**config.mk**
```make
export PLATFORM = sky130hd
export DESIGN_NAME = mem_stage_flat
export DESIGN_NICKNAME = d
export VERILOG_FILES = /design/src/rtl/core_pkg.sv /design/src/rtl/mem_stage_if.sv /design/src/rtl/dmem_if_fsm.sv /design/src/rtl/mem_stage.sv /design/src/flat_wrapper.sv
export SDC_FILE = /design/constraint.sdc
export NUM_CORES = 1
export LEC_CHECK = 0
export CORE_MARGIN = 5
export CORE_UTILIZATION = 45
export CTS_BUF_LIST = sky130_fd_sc_hd__clkbuf_4 sky130_fd_sc_hd__clkbuf_8 sky130_fd_sc_hd__clkbuf_16
export DETAILED_ROUTE_END_ITERATION = 6
export DONT_BUFFER_PORTS = 1
export HOLD_SLACK_MARGIN = 0.08
export SYNTH_ARGS = -nofsm -noshare
export SYNTH_HDL_FRONTEND = slang
export SYNTH_SLANG_ARGS = --single-unit
```
**constraint.sdc**
```tcl
create_clock -name clk -period 2.1 [get_ports clk]
set_input_delay 0.42 -clock clk [delete_from_list [all_inputs] [get_ports clk]]
set_output_delay 0.42 -clock clk [all_outputs]
set_load 0.1 [all_outputs]
```
**src/rtl/core_pkg.sv**
```systemverilog
// core_pkg: types and constants shared by the memory stage and its sub-module.
//   mem_state_t : data-memory access state (IDLE, BUSY)
//   m_bundle_t  : fields captured in the EX/MEM pipeline register
//   XLEN        : datapath width
//   REG_RA      : link register index (jal destination)
package core_pkg;

    localparam int XLEN = 32;
    localparam logic [4:0] REG_RA = 5'd31;

    typedef enum logic {
        IDLE = 1'b0,
        BUSY = 1'b1
    } mem_state_t;

    typedef struct packed {
        logic [XLEN-1:0] alu;
        logic [XLEN-1:0] b;
        logic [4:0]      rn;
        logic            wreg;
        logic            m2reg;
        logic            wmem;
    } m_bundle_t;

endpackage

```
**src/rtl/mem_stage_if.sv**
```systemverilog
// mem_stage_if: data-memory request/response bus.
//   req   : request valid (master -> slave)
//   we    : 1 = write, 0 = read
//   addr  : word-aligned byte address
//   wdata : store data
//   ready : slave accepts/completes the request this cycle
//   rdata : read data, valid together with ready
// Modports: master (memory stage side), slave (memory side).
interface mem_stage_if #(
    parameter int AW = 32,
    parameter int DW = 32
);
    logic          req;
    logic          we;
    logic [AW-1:0] addr;
    logic [DW-1:0] wdata;
    logic          ready;
    logic [DW-1:0] rdata;

    modport master (
        output req, we, addr, wdata,
        input  ready, rdata
    );

    modport slave (
        input  req, we, addr, wdata,
        output ready, rdata
    );
endinterface

```
**src/rtl/dmem_if_fsm.sv**
```systemverilog
// dmem_if_fsm: data-memory handshake controller for the memory stage.
// Ports:
//   clk, rst     : clock, synchronous active-high reset
//   accept       : the stage captures a new instruction this edge
//   mem_op       : the instruction being accepted needs a memory access
//   wmem         : the instruction being accepted is a store
//   dmem_ready   : memory completes the request this cycle
//   dmem_req     : request valid (registered)
//   dmem_we      : request is a write (registered)
//   mstall       : hold the upstream pipeline
//
// state | meaning
// ------+-------------------------------------------------------------
// IDLE  | no access outstanding; no request, no stall
// BUSY  | access outstanding; request held until dmem_ready
module dmem_if_fsm
    import core_pkg::*;
(
    input  logic clk,
    input  logic rst,
    input  logic accept,
    input  logic mem_op,
    input  logic wmem,
    input  logic dmem_ready,
    output logic dmem_req,
    output logic dmem_we,
    output logic mstall
);

    mem_state_t state;
    logic       req_q;
    logic       we_q;

    always_ff @(posedge clk) begin
        if (rst) begin
            state <= IDLE;
            req_q <= 1'b0;
            we_q  <= 1'b0;
        end else begin
            if (accept && mem_op) begin
                // Also covers the back-to-back case: completion and a new
                // memory op on the same edge keeps us in BUSY.
                state <= BUSY;
                req_q <= 1'b1;
                we_q  <= wmem;
            end else if (state == BUSY && !dmem_ready) begin
                // Hold the request unchanged until the memory responds.
                state <= BUSY;
                req_q <= 1'b1;
                we_q  <= we_q;
            end else begin
                state <= IDLE;
                req_q <= 1'b0;
                we_q  <= 1'b0;
            end
        end
    end

    assign dmem_req = req_q;
    assign dmem_we  = we_q;
    // Stall must see dmem_ready in the same cycle, so it stays combinational.
    assign mstall   = req_q & ~dmem_ready;

endmodule

```
**src/rtl/mem_stage.sv**
```systemverilog
// mem_stage: memory stage of the pipelined core. Captures execute results
// into the EX/MEM register, performs the data-memory access over a
// valid/ready bus, stalls upstream while an access is outstanding and
// produces the writeback bundle plus EX/MEM forwarding taps.
// Ports:
//   clk, rst                       : clock, synchronous active-high reset
//   evalid, ealu, eb, ern,
//   ewreg, em2reg, ewmem           : execute-stage instruction
//   mstall                         : upstream must hold its instruction
//   dmem                           : data-memory bus (mem_stage_if.master)
//   mrn, malu, mwreg               : forwarding taps
//   wvalid, wrn, wdata, wwreg      : writeback bundle
//   wexc                           : misaligned-access flag (only with
//                                    MEM_MISALIGN_CHECK_EN defined)
// Build option: MEM_MISALIGN_CHECK_EN turns misaligned loads/stores into
// an exception writeback instead of a memory access.
module mem_stage
    import core_pkg::*;
#(
    parameter int AW = 32,
    parameter int DW = 32
) (
    input  logic          clk,
    input  logic          rst,
    input  logic          evalid,
    input  logic [DW-1:0] ealu,
    input  logic [DW-1:0] eb,
    input  logic [4:0]    ern,
    input  logic          ewreg,
    input  logic          em2reg,
    input  logic          ewmem,
    output logic          mstall,
    mem_stage_if.master   dmem,
    output logic [4:0]    mrn,
    output logic [DW-1:0] malu,
    output logic          mwreg,
    output logic          wvalid,
    output logic [4:0]    wrn,
    output logic [DW-1:0] wdata,
    output logic          wwreg
`ifdef MEM_MISALIGN_CHECK_EN
    ,
    output logic          wexc
`endif
);

    m_bundle_t m;
    logic      m_valid;
    logic      m_misalign;
    logic      accept;
    logic      e_mem;
    logic      e_misalign;
    logic      mem_go;
    logic      w_load;

    assign accept = evalid & ~mstall;
    assign e_mem  = em2reg | ewmem;

`ifdef MEM_MISALIGN_CHECK_EN
    assign e_misalign = e_mem & (ealu[1:0] != 2'b00);
`else
    assign e_misalign = 1'b0;
`endif

    // A misaligned access never reaches the bus.
    assign mem_go = e_mem & ~e_misalign;

    dmem_if_fsm u_fsm (
        .clk        (clk),
        .rst        (rst),
        .accept     (accept),
        .mem_op     (mem_go),
        .wmem       (ewmem),
        .dmem_ready (dmem.ready),
        .dmem_req   (dmem.req),
        .dmem_we    (dmem.we),
        .mstall     (mstall)
    );

    // EX/MEM register. The payload only changes on accept, which keeps the
    // bus address and write data stable while a request waits for ready.
    always_ff @(posedge clk) begin
        if (rst) begin
            m_valid    <= 1'b0;
            m_misalign <= 1'b0;
            m          <= '0;
        end else if (accept) begin
            m_valid    <= 1'b1;
            m_misalign <= e_misalign;
            m          <= '{alu: ealu, b: eb, rn: ern, wreg: ewreg,
                            m2reg: em2reg, wmem: ewmem};
        end else if (!mstall) begin
            // While stalled the instruction in M is still live.
            m_valid    <= 1'b0;
        end
    end

    assign dmem.addr  = {m.alu[AW-1:2], 2'b00};
    assign dmem.wdata = m.b;

    // Writeback loads unless the access in M is still waiting on memory.
    assign w_load = m_valid & ~mstall;

    always_ff @(posedge clk) begin
        if (rst) begin
            wvalid <= 1'b0;
            wrn    <= '0;
            wdata  <= '0;
            wwreg  <= 1'b0;
        end else if (w_load) begin
            wvalid <= 1'b1;
            wrn    <= m.rn;
            wwreg  <= m.wreg & ~m.wmem & ~m_misalign;
            wdata  <= (m.m2reg && !m_misalign) ? dmem.rdata : m.alu;
        end else begin
            wvalid <= 1'b0;
        end
    end

`ifdef MEM_MISALIGN_CHECK_EN
    always_ff @(posedge clk) begin
        if (rst) begin
            wexc <= 1'b0;
        end else begin
            wexc <= w_load & m_misalign;
        end
    end
`endif

    // Loads are not forwarded from M; load-use is resolved by the hazard unit.
    assign mrn   = m.rn;
    assign malu  = m.alu;
    assign mwreg = m_valid & m.wreg & ~m.m2reg;

endmodule

```
**src/flat_wrapper.sv**
```systemverilog
// flat-port wrapper written by rule: the top's interface ports become plain ports
module mem_stage_flat import core_pkg::*;
#(
    parameter int AW = 32,
    parameter int DW = 32
)
  (clk, rst, evalid, ealu, eb, ern, ewreg, em2reg, ewmem, mstall, mrn, malu, mwreg, wvalid, wrn, wdata, wwreg, dmem_req, dmem_we, dmem_addr, dmem_wdata, dmem_ready, dmem_rdata);
  mem_stage_if #(.AW(AW), .DW(DW)) dmem_i ();
  input  logic clk;
  input  logic rst;
  input  logic evalid;
  input  logic [DW-1:0] ealu;
  input  logic [DW-1:0] eb;
  input  logic [4:0] ern;
  input  logic ewreg;
  input  logic em2reg;
  input  logic ewmem;
  output logic mstall;
  output logic [4:0] mrn;
  output logic [DW-1:0] malu;
  output logic mwreg;
  output logic wvalid;
  output logic [4:0] wrn;
  output logic [DW-1:0] wdata;
  output logic wwreg;
  output wire logic [$bits(dmem_i.req)-1:0] dmem_req;
  output wire logic [$bits(dmem_i.we)-1:0] dmem_we;
  output wire logic [$bits(dmem_i.addr)-1:0] dmem_addr;
  output wire logic [$bits(dmem_i.wdata)-1:0] dmem_wdata;
  input wire logic [$bits(dmem_i.ready)-1:0] dmem_ready;
  input wire logic [$bits(dmem_i.rdata)-1:0] dmem_rdata;
  assign dmem_req = dmem_i.req;
  assign dmem_we = dmem_i.we;
  assign dmem_addr = dmem_i.addr;
  assign dmem_wdata = dmem_i.wdata;
  assign dmem_i.ready = dmem_ready;
  assign dmem_i.rdata = dmem_rdata;
  mem_stage #(.AW(AW), .DW(DW)) u_core (.clk(clk), .rst(rst), .evalid(evalid), .ealu(ealu), .eb(eb), .ern(ern), .ewreg(ewreg), .em2reg(em2reg), .ewmem(ewmem), .mstall(mstall), .dmem(dmem_i), .mrn(mrn), .malu(malu), .mwreg(mwreg), .wvalid(wvalid), .wrn(wrn), .wdata(wdata), .wwreg(wwreg));
endmodule
```
**Word-level counts from Yosys, hierarchy flattened**

Cells that the tools add are included.

- Equal/unequal tests: 2
- Muxes and demuxes: 8
- Bitwise operators: 11
- Reductions and logical operators: 3

Operators with widths:

| kind | number |
|---|---|
| 2-to-1 mux 32 bit | 1 |
| 2-to-1 mux 1 bit | 7 |
| bitwise AND 1 bit | 6 |
| inequality test 2 bit, second input constant | 2 |
| NOT 1 bit | 4 |
| logical AND 1 bit | 2 |
| zero test 1 bit | 1 |
| bitwise OR 1 bit | 1 |

- Register bits after elaboration: 114
- Input bits: 108
- Output and inout bits: 144
- Word-level logic and storage cells: 37

**Longest topological paths before layout**

Gate-level depths: netlist (run 1).

- Depth in word-level cells: 6
- Depth in mapped cells: 7
- Depth with buffers taken out: 4

**Modules after synthesis**

From an unflattened synthesis (run 1), not the netlist that was laid out.

- Cell total of the unflattened synthesis: 600
- Area total of the unflattened synthesis: 5,303.8 µm²

By module, submodules not included:

| module | instances | cells an instance | area each (µm²) | sequential area each (µm²) |
|---|---|---|---|---|
| mem_stage | 1 | 592 | 5,206.2 | 2,242.2 |
| dmem_if_fsm | 1 | 8 | 97.6 | 40.0 |

**Worst setup path before layout (run 1)**

OpenSTA, ideal clock, no wires.

- Path kind: register to output
- Start point: register u_core.u_fsm.req_q, in the netlist u_core.u_fsm.dmem_req
- End point: output mstall
- Arrival: 2.318 ns
- Path slack: -0.638 ns
- Stages on the path, launching flop included: 5
- Path through: dfxtp_1 -> nand2b_1 -> buf_4 -> inv_2 -> clkbuf_1

- Word-level cells in the longest chain between the ends: 1

Ends and longest elaborated chain:

| item | line | text |
|---|---|---|
| from (decl) | dmem_if_fsm.sv:31 | `logic req_q;` |
| from (signal assigned) | dmem_if_fsm.sv:37 | `req_q <= 1'b0;` |
| from (signal assigned) | dmem_if_fsm.sv:44 | `req_q <= 1'b1;` |
| from (signal assigned) | dmem_if_fsm.sv:49 | `req_q <= 1'b1;` |
| bitwise AND 1 bit | dmem_if_fsm.sv:62 | `assign mstall = req_q & ~dmem_ready;` |
| to (decl) | flat_wrapper.sv:18 | `output logic mstall;` |

No other way between the ends.

**Worst setup path after layout (run 1)**

Ends and elaborated chain as after synthesis.

==> metrics.txt, run 1 <==
DR iter-0 viols 299; clock transition at the registers of the reported paths approximately 0.050 ns; Max VDD drop between 500 and 600 uV; top_reg_cell synth dfxtp_1; Via Count between 4,000 and 5,000; Slew Limit Headroom 0.6098; CTS tree built; CTS Buffer Depth 2; syn_area_per_cell approximately 9.1 um^2; TritonCTS Buffers 17; Tot GR Track Use 0.1985; number of setup buffers added after CTS 0; min Tclk post-route between 1.5 and 2 ns; Reg2Reg Setup Slack 0.46 ns; worst path required time between 1.5 and 2 ns; Worst Tran Pin Value roughly 0.6 ns; final setup fails 0; IO Count 252; largest area contributor in the netlist dfxtp_1; largest net degree at the start of global routing 82; clock sink count between 100 and 150; final-layout fill cell count 1,042; crit path max fanout 81; final wirelength between 10 and 15 mm; width of the die between 100 and 150 um; sequential share of the synthesized area 0.4296; share of cells above drive strength 1 0.3761; most frequent cell after synthesis dfxtp_1; Fin Hold WS 0.1531 ns; critical path data arrival time about 1.4 ns; Yosys reg bits approximately 110; top cell type's share of synthesized area 0.4296; Max Cap Viol 0; worst min path class in -> reg; Synth area leaders dfxtp_1 (43%), buf_4 (15%), o2bb2ai_2 (8.2%), a21oi_1 (7.7%), o21ai_0 (7.4%); Detail Route Antenna Nets 0; Pins Over Slew Limit 0; GPL Wtd Cong ~0.75; TritonRoute pass-1 iters 5; Worst setup EP type output port; Max Fclk 0.5621 GHz; Fin Setup TNS 0 ns; vias in the first global route around 4,000; Cell Chain, Critical Path nand2b_4 > clkinv_2 > buf_12; Slowest Stage Delay on Critical Path roughly 0.35 ns; diode count 0; Mapped Area 5313 um^2; async set-reset flop share out of synthesis 0; area growth from synthesis to layout 16.23%; RSZ-0062 raised after global routing false; Power Dens Cells around 1100 nW/um^2; Synth top cells by count dfxtp_1 (114), buf_4 (104), a21oi_1 (82), o21ai_0 (79), nand3_1 (77); routed len/inst around 19 um; status completed; global-route wire length before repair approximately 22 mm; core area 11,520 um^2; clock latency on the worst-skew pair around 0.40 ns; initial antenna violation count 0; post-DP HPWL approximately 9.3 mm; Starting Density 0.4613; # nets final 681; synth warn 0; skew final between 0.006 and 0.007 ns; number of distinct library cells after synthesis 20; full die area approximately 14,000 um^2; DRC Markers 0; slowest CP cell dfxtp_2; fin crit share 0.8472; grt total ovfl 0; final hold vios 0; CP delay by family, top buffers and inverters; PortBufs 0; number of enable flip-flop cells after synthesis 0; row cnt 39; synthesized instance count 583; WS Path Type reg -> out; Root Driver clkbuf_16; Leak around 2.4 nW; H-tree levels 4; CP Launch Type flip-flop; CP bufs+invs 2; die height between 100 and 150 um; total power ~6.5 mW; drt via density 5.582
## cell families after synthesis
logic type / Yosys count / synth area share
buffers and inverters: 158 / 0.1908
multiplexers: 32 / 0.06029
AND/OR/NAND/NOR: 85 / 0.08008
AO/OA/AOI/OAI: 193 / 0.2386
flip-flops: 114 / 0.4296
other: 1 / 0.0007059
## layout by cell type (no fill, tap or decap), types with 2 or more instances in the layout
cell type | synthesis | routed
nand2_1 | 4 | 4
clkinv_2 | 0 | 5
buf_12 | 0 | 9
clkbuf_8 | 0 | 4
buf_4 | 104 | 112
clkbuf_4 | 0 | 5
dlygate4sd3_1 | 0 | 2
dfxtp_1 | 114 | 82
o21ai_0 | 79 | 79
a21oi_1 | 82 | 81
clkbuf_16 | 0 | 17
inv_1 | 3 | 2
nand3_1 | 77 | 77
mux2i_1 | 32 | 32
dfxtp_2 | 0 | 32
o2bb2ai_1 | 3 | 3
conb_1 | 1 | 2
o2bb2ai_2 | 29 | 29
## power by group
| part | internal [mW] | switching, mW | leakage (nW) |
|---|---|---|---|
| logic | 0.289 | 1.32 | 1.20 |
| clock network | 1.68 | 0.916 | 0.277 |
| registers | 2.28 | 0.0507 | 0.945 |
| total | 4.25 | 2.29 | 2.42 |
## registers in the layout, summed over array words and instances (netlist names)
name / flops
u_core.wrn: 5
u_core.wdata: 32
u_core.wwreg: 1
u_core.malu: 32
u_core.m: 3
u_core.u_fsm.dmem_req: 1
u_core.u_fsm.dmem_we: 1
u_core.mrn: 5
u_core.wvalid: 1
u_core.dmem.wdata: 32
u_core.m_valid: 1
## path summary, 6_finish.rpt
check                                        start  cells past startpoint                            to
setup / recovery  u_core.u_fsm.dmem_req$_SDFF_PP0_                      3                        mstall
hold / removal                             ealu[3]                      2   u_core.malu[3]$_SDFFE_PP0P_
setup reg to reg  u_core.u_fsm.dmem_req$_SDFF_PP0_                      5  u_core.wdata[0]$_SDFFE_PP0P_
hold reg to reg       u_core.wdata[1]$_SDFFE_PP0P_                      1  u_core.wdata[1]$_SDFFE_PP0P_
## cell type report
cell class / count / area (um^2) / area share
Sequential cell: 114 / 2322 / 0.3761
Multi-Input combinational cell: 312 / 2043 / 0.3309
Timing Repair Buffer: 124 / 1069 / 0.1730
Clock buffer: 26 / 518.0 / 0.08389
Tap cell: 143 / 178.9 / 0.02898
Clock inverter: 5 / 27.53 / 0.004458
Inverter: 4 / 16.27 / 0.002634
## timing repair
item                                   in CTS  in global routing
endpoints found under the hold margin      75                  0
setup endpoints to repair                   0                  0
hold buffers                                3                  0
gates resized for setup                     0                  0
## per-stage QoR
stage / area [um^2] / instances / setup WS (ns) / util
after global placement: 5582 / 694 / 0.3528 / 0.4847
final: 6175 / 728 / 0.3209 / 0.5362
after global routing: 6175 / 728 / 0.2315 / 0.5362
after floorplan: 5321 / 584 / 0.1142 / -
after detailed placement: 5582 / 694 / 0.3126 / 0.4847
after CTS: 6175 / 728 / 0.2870 / 0.5362
## routing by layer
layer,GRT usage,share of wire
met1,0.2289,0.39
met3,0.08739,0.092
met2,0.3290,0.50
met5,0,0
met4,0.06807,0.012
Note: power is estimated with default switching activity, not from simulation.
==> run 2, diff against run 1 <==
clock period = 1.6 ns   (was 2.1 ns; I/O delays follow)
==> run 2 against run 1 <==
  * The run now ends with negative hold slack left
  * Sequential share of layout area decreased by 2.2 points
  * Wire length increased by 3.1%
  * Register-to-register slack got worse by 0.34 ns
  * Design area increased by 6.2%
  * Global-route usage increased by 0.35 points
  * First-iteration DRC count decreased by 19%
  * Count of clock-buffer cells in the layout decreased by 1
  * Worst setup slack got worse by 0.27 ns
  * Non-clock buffer count increased by 1
  * Clock power increased by 39%
==> metrics.txt, run 2 (synthesis results as in run 1) <==
Slowest Stage Delay on Critical Path 0.35 ns (about the same); clock transition at the registers of the reported paths 0.05 ns (about the same); H-tree levels 4 (unchanged); Fin Setup TNS 0 ns (unchanged); Post-Place Cells 696 (+0.29%); final-layout fill cell count 994 (-4.6%); non-filler cells, final 728 (unchanged); violated checks negative hold slack; pre-CTS setup slack 0.1421 ns (-0.1705 ns); Pins Over Slew Limit 0 (unchanged); DR iter-0 viols 243 (-19%); row cnt 39 (unchanged); Post-DP Area 5929 um^2 (+6.2%); Fin Hold WS -0.01899 ns (-0.1721 ns); fin area 6560 um^2 (+6.2%); core area 11,520 um^2 (unchanged); total power 8.872 mW (+36%); Max Cap Viol 0 (unchanged); worst hold path depth 1 (-1); reg2reg end u_core.wdata[19]$_SDFFE_PP0P_; Sw Pwr 3.007 mW (+31%); hold endpoint u_core.malu[6]$_SDFFE_PP0P_; skew final 0.01413 ns (+0.007580 ns); IO Count 252 (unchanged); commonest non-fill, non-tap cells in the layout buf_4 (87), a21oi_1 (81), dfxtp_1 (81); WS Path Type reg -> out; logic gate share of total power 0.245 (-0.002); register area 2326 um^2 (+0.16%); worst path required time 1.28 ns (-0.40 ns); global-route wire length before repair 22.60 mm (+0.49%); width of the die 118.7 um (unchanged); Max VDD drop 681.4 uV (+18%); drt via density 5.589 (+0.12%); Tot GR Track Use 0.2020 (+0.003495); worst min path class in -> reg; initial antenna violation count 0 (unchanged); Starting Density 0.4613 (unchanged); full die area 14,080 um^2 (unchanged); TritonCTS Buffers 17 (unchanged); wl on met1 5.890 mm (+5.7%); R2R Path Start u_core.u_fsm.dmem_req$_SDFF_PP0_; share of cells above drive strength 1 0.3812 (+0.005128); vias in the first global route 4,080 (-0.54%); PortBufs 0 (unchanged); final setup fails 0 (unchanged); fin crit share 0.9672; DR WL met2 7.283 mm (+3.1%); most common cell after layout, fill and taps aside buf_4; critical path data arrival time 1.23 ns (-0.13 ns); TritonRoute pass-1 iters 4 (-1); status finished, violations left; die height 118.7 um (unchanged); CTS hold repair buffers 1 (-2); multi-input logic area 2051 um^2 (+0.37%); Setup WS post-layout 0.05243 ns (-0.2685 ns); Cell Chain, Critical Path nand2b_4 > clkinv_2 > buf_16; CTS Buffer Depth 2 (unchanged); CTS tree built; post-DP HPWL 9.554 mm (+2.7%); Power Dens Cells 1352 nW/um^2 (+28%); RSZ-0062 raised after global routing false; number of setup buffers added after CTS 0 (unchanged); Clock Power Share 0.405 (+0.008); Reg2Reg Setup Slack 0.12 ns (-0.34 ns); clock latency on the worst-skew pair 0.41 ns (about the same); final hold vios 28 (+28); min-delay src rst; min Tclk post-route around 1.5 ns; Max Fclk ~0.65 GHz; Root Driver clkbuf_16; reg2reg path depth 5 (unchanged); Via Count 4,069 (+0.12%); met3 routed WL 1.168 mm (-10%); Leak 2.535 nW (+4.8%); clock sink count 114 (unchanged); CP Launch Type flip-flop; largest net degree at the start of global routing 84 (+2.4%); sw frac 0.3389 (-0.01130); DR top layer met4; GPL Wtd Cong 0.7659 (+2.5%); crit path max fanout 41 (-49%); Detail Route Antenna Nets 0 (unchanged); routed len/inst 19.98 um (+3.1%); DRC Markers 0 (unchanged); diode count 0 (unchanged); grt total ovfl 0 (unchanged); # nets final 682 (+0.15%); Flop pwr share 0.349 (-0.008); Worst setup EP type output port; area growth from synthesis to layout 23.48%; slowest CP cell dfxtp_4; final wirelength 14.55 mm (+3.1%); Internal 5.865 mW (+38%)
[run 2: layout make-up]
type | instances | area share
Clock buffer | 25 | 0.07973
Tap cell | 143 | 0.02727
Sequential cell | 114 | 0.3546
Clock inverter | 5 | 0.007629
Multi-Input combinational cell | 312 | 0.3126
Timing Repair Buffer | 125 | 0.2157
Inverter | 4 | 0.002479
[run 2: how the worst max path moves through the flow]
stage | end | start | depth (start not counted)
after floorplan | mwreg | u_core.m[1]$_SDFFE_PP0P_ | 3
after global placement | u_core.wdata[0]$_SDFFE_PP0P_ | dmem_ready | 5
after detailed placement | u_core.wdata[20]$_SDFFE_PP0P_ | dmem_ready | 5
after CTS | mwreg | u_core.m_valid$_SDFFE_PP0P_ | 4
after global routing | mstall | u_core.u_fsm.dmem_req$_SDFF_PP0_ | 3
final | mstall | u_core.u_fsm.dmem_req$_SDFF_PP0_ | 3
[run 2: power by group through the flow]
stage / Combinational (mW) / Sequential [mW] / Clock [mW]
2_1_floorplan: 1.72 / 3.35 / 0
3_3_place_gp: 2.15 / 3.15 / 0
3_5_place_dp: 2.17 / 3.15 / 0
4_1_cts: 2.19 / 3.10 / 3.67
5_1_grt: 2.25 / 3.11 / 3.79
6_report: 2.18 / 3.10 / 3.60
[run 2: critical path: cells and delay by family (launching register included)]
kind | cells | cell delay [ns]
buffers and inverters | 2 | 0.36
flip-flops | 1 | 0.35
AND/OR/NAND/NOR | 1 | 0.08
[run 2: stage by stage]
stage,hold WS [ns],util
5_1_grt,-0.03990,0.5696
6_report,-0.01899,0.5696
2_1_floorplan,0.4484,-
3_5_place_dp,0.3912,0.5149
4_1_cts,-0.04045,0.5694
3_3_place_gp,0.3893,0.5149
[run 2: repair_timing]
action                     CTS  global route
cloned                       1             0
setup endpoints to repair    2             1
resized for setup            3             1
hold endpoints to repair    81            80
[run 2: layer usage]
layer  vias up  global-route usage
met5         -                   0
met4         0             0.08038
met3        16             0.08023
met2       188              0.3353
met1      1931              0.2332
li1       1934                   -
==> run 3, diff against run 2 <==
ABC_AREA = 1   (was not set)
==> run 3 against run 2 <==
  * The flow now finishes without violations
  * Area after synthesis increased by 10%
  * Non-clock buffer count decreased by 1
  * Sequential power increased by 3%
  * First-iteration DRC count down 34%
  * Clock skew fell by 0.0069 ns
  * Global-route usage shrank 2.7 points
  * Worst setup slack gained 0.056 ns
  * Combinational power up 52%
  * Critical path type unchanged
  * Critical endpoint unchanged
==> metrics.txt, run 3 <==
status completed; min Tclk post-route 1.492 ns (-0.05580 ns); R2R Path Start u_core.u_fsm.dmem_req$_SDFF_PP0_; crit path max fanout 3 (-93%); number of distinct library cells after synthesis 17 (-15%); number of enable flip-flop cells after synthesis 0 (unchanged); H-tree levels 4 (unchanged); grt total ovfl 0 (unchanged); Max Cap Viol 0 (unchanged); most common cell after layout, fill and taps aside nor2_1; Reg2Reg Setup Slack 0.32 ns (+0.20 ns); share of cells above drive strength 1 0.2261 (-0.1551); final wirelength 13.86 mm (-4.7%); GPL Wtd Cong 0.7991 (+4.3%); reg2reg end u_core.dmem.wdata[2]$_SDFFE_PP0P_; area growth from synthesis to layout 22.30%; # nets final 953 (+40%); IO Count 252 (unchanged); TritonRoute pass-1 iters 6 (+2); routed len/inst 13.43 um (-33%); vias in the first global route 4,450 (+9.1%); Worst setup EP type output port; CP Launch Type flip-flop; reg2reg path depth 6 (+1); Pins Over Slew Limit 0 (unchanged); Power Dens Cells 1452 nW/um^2 (+7.4%); Root Driver clkbuf_16; DRC Markers 0 (unchanged); clock transition at the registers of the reported paths 0.06 ns (about the same); fin crit share 0.9324 (-0.03487); die height 124.0 um (+4.5%); final setup fails 0 (unchanged); TritonCTS Buffers 17 (unchanged); drt via density 4.548 (-19%); WS Path Type reg -> out; synth warn 0 (unchanged); largest net degree at the start of global routing 75 (-11%); Max VDD drop 660.0 uV (-3.1%); Yosys reg bits 114 (unchanged); PortBufs 0 (unchanged); async set-reset flop share out of synthesis 0 (unchanged); core area 12,670 um^2 (+10%); full die area 15,390 um^2 (+9.3%); clock latency on the worst-skew pair 0.40 ns (about the same); DR iter-0 viols 160 (-34%); sequential share of the synthesized area 0.3899 (-0.03967); initial antenna violation count 1 (+1); Synth top cells by count nor2_1 (219), nand2_1 (177), dfxtp_1 (114), buf_4 (108), nand3b_1 (76); Max Fclk 0.6703 GHz (+3.7%); worst path required time 1.28 ns (about the same); Fin Hold WS 0.09642 ns (+0.1154 ns); number of setup buffers added after CTS 0 (unchanged); skew final 0.007229 ns (-0.006897 ns); global-route wire length before repair 20.94 mm (-7.3%); Synth area leaders dfxtp_1 (39%), nor2_1 (14%), buf_4 (14%), nand2_1 (11%), nand3b_1 (9.7%); row cnt 41 (+5.1%); worst hold path depth 2 (+1); CTS Buffer Depth 2 (unchanged); min-delay src evalid; most frequent cell after synthesis nor2_1; Detail Route Antenna Nets 0 (unchanged); syn_area_per_cell 6.870 um^2 (-25%); Mapped Area 5853 um^2 (+10%); top_reg_cell synth dfxtp_1; final-layout fill cell count 1,200 (+21%); synthesized instance count 852 (+46%); final hold vios 0 (-100%); top cell type's share of synthesized area 0.3899 (-0.03967); Tot GR Track Use 0.1754 (-0.02664); clock sink count 114 (unchanged); Starting Density 0.4619 (+0.0006124); RSZ-0062 raised after global routing false; post-DP HPWL 9.791 mm (+2.5%); hold endpoint u_core.m_valid$_SDFFE_PP0P_; largest area contributor in the netlist dfxtp_1; Via Count 4,694 (+15%); worst min path class in -> reg; Leak 3.407 nW (+34%); width of the die 124.0 um (+4.5%); Fin Setup TNS 0 ns (unchanged); CTS tree built; critical path data arrival time 1.17 ns (-0.06 ns); commonest non-fill, non-tap cells in the layout nor2_1 (217), nand2_1 (177), buf_4 (82)
## run 3: cell types whose count changed in the layout (fill, tap and decap cells not counted), moves of 5 or more
cell        change
nand2_1       +174
clkinvlp_4      +7
mux2i_1        -32
nand3_1        -75
a21oi_1        -76
nand3b_1       +76
inv_1          +66
buf_4           -5
nor2_1        +217
o2bb2ai_2      -29
o21ai_0        -46
## run 3: worst max-delay path by stage
stage / start / endpoint / slack (ns) / depth (start not counted)
after global placement: dmem_ready / u_core.malu[19]$_SDFFE_PP0P_ / 0.35 / 7
after detailed placement: dmem_ready / u_core.dmem.wdata[4]$_SDFFE_PP0P_ / 0.30 / 7
final: u_core.u_fsm.dmem_req$_SDFF_PP0_ / mstall / 0.11 / 3
after CTS: u_core.m_valid$_SDFFE_PP0P_ / mwreg / 0.02 / 3
after floorplan: u_core.u_fsm.dmem_req$_SDFF_PP0_ / mstall / 0.1 / 2
after global routing: u_core.m_valid$_SDFFE_PP0P_ / mwreg / 0.03 / 3
## run 3: area by class of cell
cell class | instances | area, um^2 | share of cell area
clock buffer | 20 | 466.7 | 0.06520
antenna | 2 | 5.005 | 0.0006992
sequential | 114 | 2326 | 0.3249
multi-input combinational | 517 | 2303 | 0.3218
clock inverter | 12 | 156.4 | 0.02185
tap | 172 | 215.2 | 0.03006
inverter | 71 | 267.8 | 0.03741
timing repair buffer | 124 | 1418 | 0.1980
## run 3: through the flow
step	power (mW)	area, um^2	std cells	setup slack (ns)	util
2_1_floorplan	6.163	5876	853	0.09851	-
3_3_place_gp	6.529	6495	995	0.3489	0.5126
3_5_place_dp	6.573	6495	995	0.3001	0.5126
4_1_cts	10.50	7138	1029	0.01767	0.5633
5_1_grt	10.80	7156	1031	0.02611	0.5647
6_report	10.40	7158	1032	0.1082	0.5649
## run 3: metal layers
metal / GRT usage / wire [um]
met1: 0.1852 / 5375
met2: 0.3071 / 6959
met3: 0.07357 / 1285
met4: 0.07255 / 243
met5: 0 / 0
## run 3: repair_timing
action,CTS,global route
endpoints found under the setup margin,0,2
hold buffers,2,1
resized for setup,0,2
endpoints found under the hold margin,6,2
## run 3: logic make-up after synthesis
family,Yosys count,synth area share
compound gates,38,0.03249
buf+inv,222,0.2198
flops,114,0.3899
other cells,1,0.0006407
simple gates,477,0.3572
## run 3: critical path, cell delays in order (launching register included)
cell     delay [ns]
dfxtp_4        0.36
inv_1          0.06
nor2_4         0.10
buf_6          0.24
## run 3: report_power, final
group	internal (mW)	leakage (nW)	total, mW	switching (mW)
Clock	2.57	0.283	3.89	1.32
Combinational	0.722	2.17	3.31	2.59
Sequential	3.08	0.954	3.19	0.119
